$ cat config.mk
export PLATFORM = sky130hd
export DESIGN_NAME = dram_fifo_wr_arbiter
export DESIGN_NICKNAME = d
export VERILOG_FILES = /design/src/rtl/dram_fifo_wr_arbiter.sv
export SDC_FILE = /design/constraint.sdc
export NUM_CORES = 1
export LEC_CHECK = 0
export BUFFER_PORTS_ARGS = -buffer_cell sky130_fd_sc_hd__buf_2
export CORE_MARGIN = 2
export CORE_UTILIZATION = 40
export CTS_CLUSTER_DIAMETER = 60
export DETAILED_ROUTE_END_ITERATION = 8
export GPL_TIMING_DRIVEN = 0
export HOLD_SLACK_MARGIN = 0.02
export SLEW_MARGIN = 20
export SYNTH_ARGS = -nofsm -noshare
export SYNTH_HDL_FRONTEND = slang
export SYNTH_SLANG_ARGS = --single-unit
export TNS_END_PERCENT = 30
$ cat constraint.sdc
create_clock -name ifclk -period 5.5 [get_ports ifclk]
set_clock_uncertainty 0.1 [all_clocks]
set_input_delay 0.275 -clock ifclk [delete_from_list [all_inputs] [get_ports ifclk]]
set_output_delay 0.275 -clock ifclk [all_outputs]
set_load 0.01 [all_outputs]
$ cat src/rtl/dram_fifo_wr_arbiter.sv
// Packs 16-bit words from two requesters into 128-bit DRAM FIFO beats, round-robin per beat.
// Optional partial-beat flush on idle timeout: define DRAM_FIFO_WR_FLUSH_EN.
module dram_fifo_wr_arbiter #(
  parameter logic [15:0] PAD_WORD      = 16'h0000,
  parameter int unsigned FLUSH_TIMEOUT = 1024,
  parameter int unsigned TIMEOUT_W     = 16
) (
  input  logic         ifclk,
  input  logic         reset,
  input  logic [15:0]  req0_data,
  input  logic         req0_valid,
  output logic         req0_ready,
  input  logic [15:0]  req1_data,
  input  logic         req1_valid,
  output logic         req1_ready,
  output logic [127:0] fifo_data_in,
  output logic         fifo_wr_en,
  input  logic         fifo_wr_full,
  input  logic         fifo_wr_err,
  output logic         grant,
  output logic         busy,
  output logic [31:0]  beat_count,
  output logic [7:0]   err_count
);

  localparam int unsigned WORD_W = 16;
  localparam int unsigned LANES  = 8;
  localparam int unsigned LANE_W = 3;

  typedef enum logic [1:0] {IDLE, COLLECT, WRITE} state_t;

  state_t              state, state_nxt;
  logic [LANE_W-1:0]   lane;
  logic                rr_ptr;
  logic                grant_nxt;
  logic                accept;
  logic                flush;
  logic [WORD_W-1:0]   word;

  // Readies are a function of state/grant only, so accept never loops back through the FSM.
  assign accept = (state == COLLECT) && (grant ? req1_valid : req0_valid);
  assign word   = grant ? req1_data : req0_data;
  assign busy   = (state != IDLE);

`ifdef DRAM_FIFO_WR_FLUSH_EN
  logic [TIMEOUT_W-1:0] timer;

  // Counts stalled cycles of a started beat; an empty beat never times out.
  always_ff @(posedge ifclk) begin
    if (reset) begin
      timer <= '0;
    end else if ((state == COLLECT) && (lane != '0) && !accept) begin
      timer <= timer + TIMEOUT_W'(1);
    end else begin
      timer <= '0;
    end
  end

  assign flush = (state == COLLECT) && (lane != '0) && !accept &&
                 (timer == TIMEOUT_W'(FLUSH_TIMEOUT - 1));
`else
  assign flush = 1'b0;
`endif

  // State register
  always_ff @(posedge ifclk) begin
    if (reset) begin
      state <= IDLE;
    end else begin
      state <= state_nxt;
    end
  end

  // Next state, ownership and handshake strobes
  always_comb begin
    state_nxt  = state;
    grant_nxt  = grant;
    req0_ready = 1'b0;
    req1_ready = 1'b0;
    fifo_wr_en = 1'b0;
    case (state)
      IDLE: begin
        if (req0_valid || req1_valid) begin
          state_nxt = COLLECT;
          if (req0_valid && req1_valid) begin
            grant_nxt = rr_ptr;
          end else begin
            grant_nxt = req1_valid;
          end
        end
      end
      COLLECT: begin
        req0_ready = !grant;
        req1_ready = grant;
        if ((accept && (lane == LANE_W'(LANES - 1))) || flush) begin
          state_nxt = WRITE;
        end
      end
      WRITE: begin
        fifo_wr_en = !fifo_wr_full;
        if (!fifo_wr_full) begin
          state_nxt = IDLE;
        end
      end
      default: state_nxt = IDLE;
    endcase
  end

  // Beat assembly, round-robin pointer and statistics
  always_ff @(posedge ifclk) begin
    if (reset) begin
      lane         <= '0;
      rr_ptr       <= 1'b0;
      grant        <= 1'b0;
      fifo_data_in <= '0;
      beat_count   <= '0;
      err_count    <= '0;
    end else begin
      grant <= grant_nxt;
      if ((state == IDLE) && (req0_valid || req1_valid)) begin
        lane <= '0;
      end
      if (accept) begin
        fifo_data_in[lane*WORD_W +: WORD_W] <= word;
        lane <= lane + LANE_W'(1);
      end
`ifdef DRAM_FIFO_WR_FLUSH_EN
      if (flush) begin
        for (int unsigned i = 0; i < LANES; i++) begin
          if (LANE_W'(i) >= lane) begin
            fifo_data_in[i*WORD_W +: WORD_W] <= PAD_WORD;
          end
        end
      end
`endif
      if (fifo_wr_en) begin
        beat_count <= beat_count + 32'd1;
        rr_ptr     <= ~grant;
        lane       <= '0;
      end
      if (fifo_wr_err && (err_count != 8'hFF)) begin
        err_count <= err_count + 8'd1;
      end
    end
  end

endmodule
==> flow_summary.yaml <==
yosys:
  yosys-top-cells-count: "175 x dfxtp_1, 101 x o21ai_0, 82 x nand3_1"
  synth_area_um2: 7700
  syn_avg_cell_area_um2: 8.62
  synth_cell_types: 49
  synth_nets: 938
  ys_seq_area_frac: 0.455
  ys.warnings.count: 0
  ys_seq_elements: 175
  synth_flop_cell: "dfxtp_1"
  synth_cells: 893
  yosysMostFrequentCell: "dfxtp_1"
  synth_area_leaders: "dfxtp_1 46%, o21ai_0 6.6%, nand2b_1 5.9%"
  synth_edf_count: 0
  async_flop_share: 0
  synth_top_area_frac: 0.455
  synth_top_cell_by_area: "dfxtp_1"
timing:
  period_needed_ps: 3220
  slew_violations: 0
  rsz0062_at_grt: "false"
  fin_crit_sh: 0.585
  setup_tns_ps: 0
  worst_pin_slew_ps: 866
  hold_viol: 0
  max_freq_mhz: 311
  slew_headroom: 0.418
  setup_violations: 0
pwr:
  power_frac_seq: 0.470
  internal_power_mw: 2.09
  p_clk_frac: 0.457
  power_density_nw_per_um2: 284
  power_mw: 2.74
  switching_share: 0.240
  p_leak_nw: 3.83
  ir_drop_mv: 0.206
  switchingPower_mw: 0.659
  combPwrFrac: 0.072
critical_path:
  start_kind: "register"
  path_class: "register to register"
  slowest_delay_ps: 490
  worstPathCellList: "inv_1 -> clkbuf_1 -> ha_1 -> ha_1 -> buf_2 -> nor3_2 -> and2_1 -> clkbuf_1 -> buf_2 -> a211oi_1"
  r2r-end: "fifo_data_in[10]$_SDFFE_PP0P_"
  cp.required_ps: 5690
  r2r_slack_ps: 2280
  crit_path_max_fanout: 10
  end_kind: "register"
  ff2ff_path_depth: 10
  cp_data_arrival_time_ps: 3410
  timing.rr.start: "lane[0]$_SDFFE_PP0P_"
  cpMaxStageDelayCell: "nor3_2"
drt:
  drc: 0
  wl_per_cell_um: 18.0
  routed_wl_mm: 24.7
  ant_nets: 0
  viasPerCell: 5.44
  num_vias: 7447
  drt_pass1_iterations: 5
  drt_first_iter_violations: 389
grt:
  grt_pass1_wl_mm: 37.8
  grt_start_max_net_pins: 17
  grt_pass1_vias: 6805
  globalRouteOverflowTotal: 0
  antenna_found_initial: 1
  grt_usage: 0.238
floorplan:
  dieArea_um2: 20400
  die_x_um: 143
  io-pin-count: 211
  rows: 50
  initial_core_util: 0.410
  core_um2: 18800
  fp.dieH_um: 143
cts:
  cts_tree: "yes"
  clock-sinks: 175
  cts_root_buffer: "clkbuf_16"
  cts_resized: 0
  clkLatencyLatePin_ps: 430
  postCtsSetupBuffers: 0
  cts_buffers: 17
  cts-hold-fix-buffers: 0
  ctsHtreeMaxLevel: 4
  clkTransAtPathRegs_ps: 70
  cts_buffer_depth: 2
placement:
  routabilityCongestion: 0.893
  hpwl_mm: 18.5
  dp_cells: 1337
  placed_area_um2: 9040
  io_buffer_count: 210
min_path:
  min_path_cells: 3
  hold_start: "fifo_wr_full"
  hold_end: "state[1]$_SDFFE_PP0P_"
  hp-class: "input port to register"
final_layout:
  fin_util: 0.514
  nets: 1167
  syn_to_final_growth_pct: 25.4
  stdcell_count: 1370
  drive_gt1_frac: 0.244
  fillers: 1885
  design_area_um2: 9650
job:
  maxCapViolations: 0
outcome:
  status: "finished, final reports clean"
==> stage by stage <==
step                      setup WS, ps  hold slack [ps]
after floorplan                   2970              340
after global placement            2370              352
after detailed placement          2370              359
after CTS                         2340             82.7
after global routing              2070              110
final                             2280             79.8
==> critical path: cells and delay by family, from the launching register on <==
family,cells,cell delay (ps)
and+or+nand+nor,2,690
adders and majority gates,2,510
DFF,1,320
buffers and inverters,5,1350
AOI/OAI and AO/OA,1,100
==> registers in the layout (all words and copies together) (netlist names) <==
name,count
rr_ptr,1
err_count,8
grant,1
lane,3
beat_count,32
state,2
fifo_data_in,128
==> cells in the final DEF (no fill, tap or decap), types with 4 or more instances in the layout <==
| master | instances |
|---|---|
| buf_2 | 224 |
| dfxtp_1 | 175 |
| o21ai_0 | 101 |
| nand3_1 | 82 |
| nand2b_1 | 73 |
| nor2_1 | 70 |
| a21oi_1 | 63 |
| clkbuf_1 | 58 |
| nand4_1 | 46 |
| mux2i_1 | 34 |
| nor3_1 | 22 |
| a211oi_1 | 20 |
| nand2_1 | 18 |
| clkbuf_16 | 17 |
| inv_1 | 11 |
| or4_1 | 10 |
| o31ai_1 | 9 |
| xnor2_1 | 8 |
| xor2_1 | 8 |
| ha_1 | 7 |
| or3_1 | 6 |
| and4_1 | 6 |
| and3_1 | 6 |
| nor4_1 | 6 |
| mux2_2 | 5 |
| nor4_2 | 4 |
| nor2b_1 | 4 |
| o21ai_1 | 4 |
==> cell families after synthesis <==
| kind of cell | synth area share |
|---|---|
| AND/OR/NAND/NOR | 0.269 |
| AO/OA/AOI/OAI | 0.145 |
| flip-flops | 0.455 |
| buffers and inverters | 0.0470 |
| multiplexers | 0.0544 |
| XOR/XNOR | 0.0182 |
| adder cells (fa/ha/maj) | 0.0114 |
==> power by group through the flow <==
stage               combinational [mW]  clock (mW)  sequential, mW
detailed placement               0.198           0            1.32
global route                     0.216        1.32            1.29
finish                           0.199        1.26            1.29
floorplan                        0.114           0            1.32
global placement                 0.196           0            1.32
CTS                              0.198        1.27            1.29
==> layout make-up <==
type,count,area [um2],area share
clock buffers,23,468,0.0485
plain buffers,71,312,0.0323
diodes,1,2.50,0.000259
inverters,12,50.0,0.00519
flip-flops and latches,175,3500,0.363
repair buffers,210,1050,0.109
well taps,234,293,0.0303
clock inverters,9,133,0.0137
multi-input cells,635,3840,0.398
==> routing by layer <==
| metal | up-vias | GRT usage | wire length, um |
|---|---|---|---|
| li1 | 3675 | - | - |
| met1 | 3531 | 0.326 | 11300 |
| met2 | 214 | 0.378 | 11500 |
| met3 | 27 | 0.0510 | 1440 |
| met4 | 0 | 0.0719 | 495 |
| met5 | - | 0 | 0 |
==> how the worst max path moves through the flow <==
stage | from | end | slack [ps] | cells past startpoint
2_1_floorplan | lane[0]$_SDFFE_PP0P_ | fifo_data_in[86]$_SDFFE_PP0P_ | 2970 | 9
3_3_place_gp | lane[0]$_SDFFE_PP0P_ | fifo_data_in[76]$_SDFFE_PP0P_ | 2370 | 8
3_5_place_dp | lane[0]$_SDFFE_PP0P_ | fifo_data_in[78]$_SDFFE_PP0P_ | 2370 | 8
4_1_cts | lane[0]$_SDFFE_PP0P_ | fifo_data_in[78]$_SDFFE_PP0P_ | 2340 | 8
5_1_grt | lane[0]$_SDFFE_PP0P_ | fifo_data_in[123]$_SDFFE_PP0P_ | 2070 | 9
6_report | lane[0]$_SDFFE_PP0P_ | fifo_data_in[10]$_SDFFE_PP0P_ | 2280 | 10
Power figures use the tool's default switching activity.
